==> config.mk <==
export PLATFORM = sky130hd
export DESIGN_NAME = sp_req_arbiter_flat
export DESIGN_NICKNAME = d
export VERILOG_FILES = /design/src/rtl/datapath_pkg.sv /design/src/rtl/sp_req_arbiter_if.sv /design/src/rtl/sp_req_arbiter_grant.sv /design/src/rtl/sp_req_arbiter.sv /design/src/flat_wrapper.sv
export SDC_FILE = /design/constraint.sdc
export NUM_CORES = 1
export LEC_CHECK = 0
export ABC_AREA = 1
export CAP_MARGIN = 20
export CORE_ASPECT_RATIO = 0.9
export CORE_MARGIN = 3
export CORE_UTILIZATION = 39
export DETAILED_ROUTE_END_ITERATION = 10
export PLACE_DENSITY = 0.84
export SLEW_MARGIN = 5
export SYNTH_ARGS = -nofsm -noshare
export SYNTH_HDL_FRONTEND = slang
export SYNTH_SLANG_ARGS = --single-unit
==> constraint.sdc <==
create_clock -name CLK -period 1.29 [get_ports CLK]
set_input_delay 0.3225 -clock CLK [delete_from_list [all_inputs] [get_ports CLK]]
set_output_delay 0.3225 -clock CLK [all_outputs]
set_load 0.05 [all_outputs]
==> src/rtl/datapath_pkg.sv <==
// Shared types for the scratchpad request arbiter.
// Build option: SP_ARB_RR_EN selects round-robin arbitration.
package datapath_pkg;

  parameter int SP_STARVE_MAX = 4;

  typedef enum logic [1:0] {
    ARB_IDLE = 2'd0,
    ARB_REQ  = 2'd1,
    ARB_WAIT = 2'd2
  } arb_state_e;

  typedef enum logic {
    SP_SRC_MLS  = 1'b0,
    SP_SRC_GEMM = 1'b1
  } sp_src_t;

  typedef struct packed {
    logic        ls_out;
    logic [3:0]  rd_out;
    logic [31:0] address;
    logic [31:0] stride_out;
    logic        done;
  } matrix_ls_t;

  typedef struct packed {
    logic [3:0] md;
    logic [3:0] ms1;
    logic [3:0] ms2;
  } fu_gemm_t;

  typedef struct packed {
    sp_src_t    src;
    matrix_ls_t mls;
    fu_gemm_t   gemm;
    logic       new_weight;
  } sp_req_t;

  function automatic matrix_ls_t strip_done(
    input matrix_ls_t r
  );
    matrix_ls_t t;
    t      = r;
    t.done = 1'b0;
    return t;
  endfunction

endpackage

==> src/rtl/sp_req_arbiter_if.sv <==
// FU-side and scratchpad-side signals of the scratchpad arbiter.
// Build option: SP_ARB_RR_EN (no effect on this interface).
interface sp_req_arbiter_if;
  import datapath_pkg::*;

  logic       mls_valid;
  matrix_ls_t mls_req;
  logic       mls_ready;
  logic       gemm_valid;
  fu_gemm_t   gemm_req;
  logic       gemm_new_weight;
  logic       gemm_ready;
  logic       sp_valid;
  logic       sp_ready;
  sp_src_t    sp_src;
  matrix_ls_t sp_mls;
  fu_gemm_t   sp_gemm;
  logic       sp_new_weight;
  logic       sp_done;
  logic       mls_done;
  logic       gemm_done;
  logic       busy;

  modport master (
    output mls_valid,
    output mls_req,
    output gemm_valid,
    output gemm_req,
    output gemm_new_weight,
    output sp_ready,
    output sp_done,
    input  mls_ready,
    input  gemm_ready,
    input  sp_valid,
    input  sp_src,
    input  sp_mls,
    input  sp_gemm,
    input  sp_new_weight,
    input  mls_done,
    input  gemm_done,
    input  busy
  );

  modport slave (
    input  mls_valid,
    input  mls_req,
    input  gemm_valid,
    input  gemm_req,
    input  gemm_new_weight,
    input  sp_ready,
    input  sp_done,
    output mls_ready,
    output gemm_ready,
    output sp_valid,
    output sp_src,
    output sp_mls,
    output sp_gemm,
    output sp_new_weight,
    output mls_done,
    output gemm_done,
    output busy
  );

endinterface

==> src/rtl/sp_req_arbiter_grant.sv <==
// Combinational grant plus priority state for the scratchpad arbiter.
// SP_ARB_RR_EN: round-robin pointer; otherwise GEMM-first with starvation guard.
module sp_grant_logic
  import datapath_pkg::*;
#(
  parameter int STARVE_MAX = SP_STARVE_MAX
) (
  input  logic CLK,
  input  logic nRST,
  input  logic idle,
  input  logic mls_valid,
  input  logic gemm_valid,
  output logic grant_mls,
  output logic grant_gemm
);

  logic mls_first;

`ifdef SP_ARB_RR_EN
  sp_src_t ptr;

  assign mls_first = (ptr == SP_SRC_MLS);

  always_ff @(posedge CLK) begin
    if (!nRST) begin
      ptr <= SP_SRC_MLS;
    end else if (grant_mls) begin
      ptr <= SP_SRC_GEMM;
    end else if (grant_gemm) begin
      ptr <= SP_SRC_MLS;
    end
  end
`else
  logic [2:0] starve_cnt;

  assign mls_first = ({29'd0, starve_cnt} >= STARVE_MAX);

  // Only GEMM wins that left MLS waiting count toward starvation.
  always_ff @(posedge CLK) begin
    if (!nRST) begin
      starve_cnt <= '0;
    end else if (grant_mls) begin
      starve_cnt <= '0;
    end else if (grant_gemm) begin
      if (!mls_valid) begin
        starve_cnt <= '0;
      end else if (starve_cnt != 3'd7) begin
        starve_cnt <= starve_cnt + 3'd1;
      end
    end
  end
`endif

  assign grant_mls = idle && mls_valid
                  && (!gemm_valid || mls_first);
  assign grant_gemm = idle && gemm_valid
                   && !grant_mls;

endmodule

==> src/rtl/sp_req_arbiter.sv <==
// Single-owner arbiter between the MLS and GEMM FUs and the scratchpad port.
// Build option: SP_ARB_RR_EN selects round-robin grant (see sp_grant_logic).
module sp_req_arbiter
  import datapath_pkg::*;
#(
  parameter int STARVE_MAX = SP_STARVE_MAX
) (
  input logic        CLK,
  input logic        nRST,
  sp_req_arbiter_if.slave bus
);

  arb_state_e state;
  sp_req_t    req_q;
  logic       sp_valid_q;
  logic       mls_done_q;
  logic       gemm_done_q;
  logic       idle;
  logic       grant_mls;
  logic       grant_gemm;

  assign idle = (state == ARB_IDLE);

  sp_grant_logic #(
    .STARVE_MAX (STARVE_MAX)
  ) u_grant (
    .CLK        (CLK),
    .nRST       (nRST),
    .idle       (idle),
    .mls_valid  (bus.mls_valid),
    .gemm_valid (bus.gemm_valid),
    .grant_mls  (grant_mls),
    .grant_gemm (grant_gemm)
  );

  always_ff @(posedge CLK) begin
    if (!nRST) begin
      state       <= ARB_IDLE;
      req_q       <= '0;
      sp_valid_q  <= 1'b0;
      mls_done_q  <= 1'b0;
      gemm_done_q <= 1'b0;
    end else begin
      mls_done_q  <= 1'b0;
      gemm_done_q <= 1'b0;
      case (state)
        ARB_IDLE: begin
          if (grant_mls || grant_gemm) begin
            req_q.src  <= grant_gemm ? SP_SRC_GEMM
                                     : SP_SRC_MLS;
            sp_valid_q <= 1'b1;
            state      <= ARB_REQ;
          end
          if (grant_mls) begin
            req_q.mls <= strip_done(bus.mls_req);
          end
          if (grant_gemm) begin
            req_q.gemm       <= bus.gemm_req;
            req_q.new_weight <= bus.gemm_new_weight;
          end
        end
        ARB_REQ: begin
          if (bus.sp_ready) begin
            sp_valid_q <= 1'b0;
            state      <= ARB_WAIT;
          end
        end
        ARB_WAIT: begin
          if (bus.sp_done) begin
            mls_done_q  <= (req_q.src == SP_SRC_MLS);
            gemm_done_q <= (req_q.src == SP_SRC_GEMM);
            state       <= ARB_IDLE;
          end
        end
        default: begin
          sp_valid_q <= 1'b0;
          state      <= ARB_IDLE;
        end
      endcase
    end
  end

  assign bus.mls_ready     = grant_mls;
  assign bus.gemm_ready    = grant_gemm;
  assign bus.sp_valid      = sp_valid_q;
  assign bus.sp_src        = req_q.src;
  assign bus.sp_mls        = req_q.mls;
  assign bus.sp_gemm       = req_q.gemm;
  assign bus.sp_new_weight = req_q.new_weight;
  assign bus.mls_done      = mls_done_q;
  assign bus.gemm_done     = gemm_done_q;
  assign bus.busy          = !idle;

endmodule
==> src/flat_wrapper.sv <==
// flat-port wrapper written by rule: the top's interface ports become plain ports
module sp_req_arbiter_flat import datapath_pkg::*;
#(
  parameter int STARVE_MAX = SP_STARVE_MAX
)
  (CLK, nRST, bus_mls_valid, bus_mls_req, bus_gemm_valid, bus_gemm_req, bus_gemm_new_weight, bus_sp_ready, bus_sp_done, bus_mls_ready, bus_gemm_ready, bus_sp_valid, bus_sp_src, bus_sp_mls, bus_sp_gemm, bus_sp_new_weight, bus_mls_done, bus_gemm_done, bus_busy);
  sp_req_arbiter_if bus_i ();
  input logic CLK;
  input logic nRST;
  input wire logic [$bits(bus_i.mls_valid)-1:0] bus_mls_valid;
  input wire logic [$bits(bus_i.mls_req)-1:0] bus_mls_req;
  input wire logic [$bits(bus_i.gemm_valid)-1:0] bus_gemm_valid;
  input wire logic [$bits(bus_i.gemm_req)-1:0] bus_gemm_req;
  input wire logic [$bits(bus_i.gemm_new_weight)-1:0] bus_gemm_new_weight;
  input wire logic [$bits(bus_i.sp_ready)-1:0] bus_sp_ready;
  input wire logic [$bits(bus_i.sp_done)-1:0] bus_sp_done;
  output wire logic [$bits(bus_i.mls_ready)-1:0] bus_mls_ready;
  output wire logic [$bits(bus_i.gemm_ready)-1:0] bus_gemm_ready;
  output wire logic [$bits(bus_i.sp_valid)-1:0] bus_sp_valid;
  output wire logic [$bits(bus_i.sp_src)-1:0] bus_sp_src;
  output wire logic [$bits(bus_i.sp_mls)-1:0] bus_sp_mls;
  output wire logic [$bits(bus_i.sp_gemm)-1:0] bus_sp_gemm;
  output wire logic [$bits(bus_i.sp_new_weight)-1:0] bus_sp_new_weight;
  output wire logic [$bits(bus_i.mls_done)-1:0] bus_mls_done;
  output wire logic [$bits(bus_i.gemm_done)-1:0] bus_gemm_done;
  output wire logic [$bits(bus_i.busy)-1:0] bus_busy;
  assign bus_i.mls_valid = bus_mls_valid;
  assign bus_i.mls_req = bus_mls_req;
  assign bus_i.gemm_valid = bus_gemm_valid;
  assign bus_i.gemm_req = bus_gemm_req;
  assign bus_i.gemm_new_weight = bus_gemm_new_weight;
  assign bus_i.sp_ready = bus_sp_ready;
  assign bus_i.sp_done = bus_sp_done;
  assign bus_mls_ready = bus_i.mls_ready;
  assign bus_gemm_ready = bus_i.gemm_ready;
  assign bus_sp_valid = bus_i.sp_valid;
  assign bus_sp_src = bus_i.sp_src;
  assign bus_sp_mls = bus_i.sp_mls;
  assign bus_sp_gemm = bus_i.sp_gemm;
  assign bus_sp_new_weight = bus_i.sp_new_weight;
  assign bus_mls_done = bus_i.mls_done;
  assign bus_gemm_done = bus_i.gemm_done;
  assign bus_busy = bus_i.busy;
  sp_req_arbiter #(.STARVE_MAX(STARVE_MAX)) u_core (.CLK(CLK), .nRST(nRST), .bus(bus_i));
endmodule
==> results.json <==
{
  "fp.dieW_um": 103.2,
  "yosys-top-cells-area": "dfxtp_1, nand2_1, a21oi_1",
  "seq_area_frac_synth_pct": 54.90,
  "cap_violations": 0,
  "fill_cells": 193,
  "synth_fp_nets": 513,
  "worstHoldPathType": "reg -> reg",
  "grt_pass1_wl_um": 18190,
  "drt-wirelength-per-cell_um": 25.45,
  "start_kind": "register",
  "violations": "negative setup slack",
  "final_max_slew_viol_count": 0,
  "area_growth_pct": 133.7,
  "final_layout_size_suffix_gt1_share_pct": 60.57,
  "required_ns": 0.97,
  "cts_sinks": 91,
  "layout.cells.non_filler": 733,
  "dp.cells": 694,
  "initial_utilization_pct": 40.74,
  "wl_um": 18660,
  "die_area_mm2": 0.009653,
  "dr_wl_met3_um": 1614,
  "synth_cell_types": 25,
  "synth_ff_type": "dfxtp_1",
  "fin_util_pct": 95.19,
  "first_pass_iters": 5,
  "drtAntennaViolNets": 0,
  "io_pins": 179,
  "crit_type": "reg -> out",
  "route.detailed.drc": 0,
  "synth_edf_count": 0,
  "ys_seq_elements": 91,
  "holdBufCountCts": 0,
  "synth_cells": 422,
  "p_per_area_mw_per_mm2": 1107,
  "critical_path_arrival_ns": 1.31,
  "cts_tree": "yes",
  "finalCriticalPeriod_ns": 1.636,
  "dieHeight_um": 93.51,
  "first_iter_violations": 252,
  "grt_max_degree": 39,
  "portBuffers": 176,
  "final_area_mm2": 0.007754,
  "fin_hold_ws_ns": 0.4930,
  "track_usage_pct": 24.32,
  "syn_area_mm2": 0.003318,
  "power.internal_w": 0.005468,
  "dp.final_hpwl_um": 8548,
  "antenna_found_initial": 1,
  "wl_met2_um": 9589,
  "ir_drop_uv": 848.3,
  "dpl_cell_area_mm2": 0.006172,
  "rows": 31,
  "cts-root-buf": "clkbuf_8",
  "fin_total_pwr_w": 0.008582,
  "ctsHtreeMaxLevel": 3,
  "power_leakage_nw": 3.052,
  "pwr-share-seq_pct": 38.7,
  "antennaDiodeCount": 0,
  "end_kind": "output port",
  "yosys_warnings": 0,
  "path_clk_slew_ns": 0.11,
  "clk_latency_ns": 0.37,
  "hold_viol_final": 0,
  "cts_buffer_depth": 2,
  "via_count": 4109,
  "final_nets": 720,
  "period_share_pct": 126.8,
  "syn_area_per_cell_um2": 7.863,
  "gp_congestion": 0.7564,
  "via_per_inst": 5.606,
  "cp_max_fo": 3,
  "setup_viol": 87,
  "rsz0062_at_grt": "true",
  "p_clk_share_pct": 24.8,
  "numCtsBuffers": 9,
  "coreArea_mm2": 0.008145,
  "grt_pass1_vias": 3698,
  "yosysTopAreaCell": "dfxtp_1",
  "m1WireLength_um": 6409,
  "p_sw_w": 0.003114,
  "outcome": "complete, but fails checks",
  "topRoutingLayerUsed": "met5",
  "fmax_ghz": 0.6114,
  "p_sw_share_pct": 36.28,
  "overflow": 0,
  "yosysTopAreaCellShare_pct": 54.90,
  "layout_setup_ws_ns": -0.3456,
  "synthArstFlopShare_pct": 0,
  "combPwrFrac_pct": 36.5,
  "skew_ns": 0.01512
}
## timing repair
item / 4_1_cts / 5_1_grt
setup buffers: 9 / 7
hold endpoints to repair: 0 / 0
resized for setup: 36 / 299
endpoints found under the setup margin: 69 / 98
gates cloned: 2 / 10
pin swaps: 5 / 63
## critical path, cell delays in order, from the launching register on
cell	delay, ns
dfxtp_4	0.38
inv_4	0.09
nand2_8	0.06
nor2_4	0.10
nand2_2	0.10
inv_4	0.08
buf_12	0.13
## layout make-up
cell class	count	area [um^2]	share of cell area (%)
sequential	91	1913	24.67
clock buffer	9	123.9	1.598
clock inverter	7	82.58	1.065
inverter	16	77.57	1.000
tap	99	123.9	1.598
timing repair buffer	221	3336	43.02
multi-input combinational	290	2097	27.05
## placed cells by master, fill, tap and decap left out, types with 6 or more instances in the layout
cell / count
a21oi_2: 69
nand2_2: 12
nor2_1: 28
clkdlybuf4s50_1: 85
o21ai_0: 6
dfxtp_2: 67
clkbuf_16: 7
inv_1: 7
clkbuf_8: 9
buf_12: 102
nand2_1: 81
buf_4: 18
dfxtp_1: 22
nand2_4: 68
o21ai_1: 6
## final timing paths
path / to / slack [ns] / cells after the start / startpoint
max: bus_gemm_ready / -0.35 / 6 / u_core.state[0]$_SDFFE_PN0P_
min: u_core.bus.sp_mls[51]$_SDFFE_PN0P_ / 0.49 / 2 / u_core.bus.sp_mls[51]$_SDFFE_PN0P_
max reg2reg: u_core.bus.sp_mls[39]$_SDFFE_PN0P_ / -0.24 / 8 / u_core.state[1]$_SDFFE_PN0P_
min reg2reg: u_core.bus.sp_mls[51]$_SDFFE_PN0P_ / 0.49 / 2 / u_core.bus.sp_mls[51]$_SDFFE_PN0P_
## routing by layer
| metal | GRT usage [%] | vias up |
|---|---|---|
| met5 | 0 | - |
| met4 | 9.709 | 2 |
| met3 | 8.501 | 94 |
| met2 | 43.27 | 285 |
| met1 | 25.90 | 1969 |
| li1 | - | 1759 |
## cell families (layout without fill, tap and decap cells)
family | count (synthesis) | in the layout | share of synthesized area (%)
and+or+nand+nor | 203 | 203 | 24.43
AOI/OAI and AO/OA | 84 | 84 | 12.75
buffers and inverters | 41 | 253 | 7.051
other | 1 | 1 | 0.1130
adders and majority gates | 2 | 2 | 0.7540
DFF | 91 | 91 | 54.90
## power groups by stage
stage,clock [W],sequential [W],combinational [W]
finish,0.00213,0.00332,0.00314
floorplan,0,0.00375,0.000547
detailed placement,0,0.00326,0.00234
CTS,0.00206,0.00320,0.00248
global placement,0,0.00325,0.00229
global route,0.00223,0.00333,0.00322
## Yosys cell counts (all sizes together), types with 2 or more instances
master,number
o21ai,13
inv,16
clkbuf,9
nor2,31
nand2,162
ha,2
dfxtp,91
nand3,4
a21oi,70
buf,16
nand4,3
nor4,2
## sequential cells by signal (all words and copies together), names as in the netlist
signal	count
u_core.bus.gemm_done	1
u_core.bus.sp_new_weight	1
u_core.bus.sp_gemm	12
u_core.bus.sp_valid	1
u_core.bus.sp_src	1
u_core.bus.sp_mls	69
u_core.state	2
u_core.u_grant.starve_cnt	3
u_core.bus.mls_done	1
## metrics by stage
step,setup slack [ns],setup TNS [ns]
after floorplan,-0.02745,-0.02745
final,-0.3456,-13.77
after detailed placement,-0.4812,-36.43
after CTS,-0.3135,-1.342
after global routing,-0.3880,-16.03
after global placement,-0.3713,-28.48
Note: power is estimated with default switching activity, not from simulation.
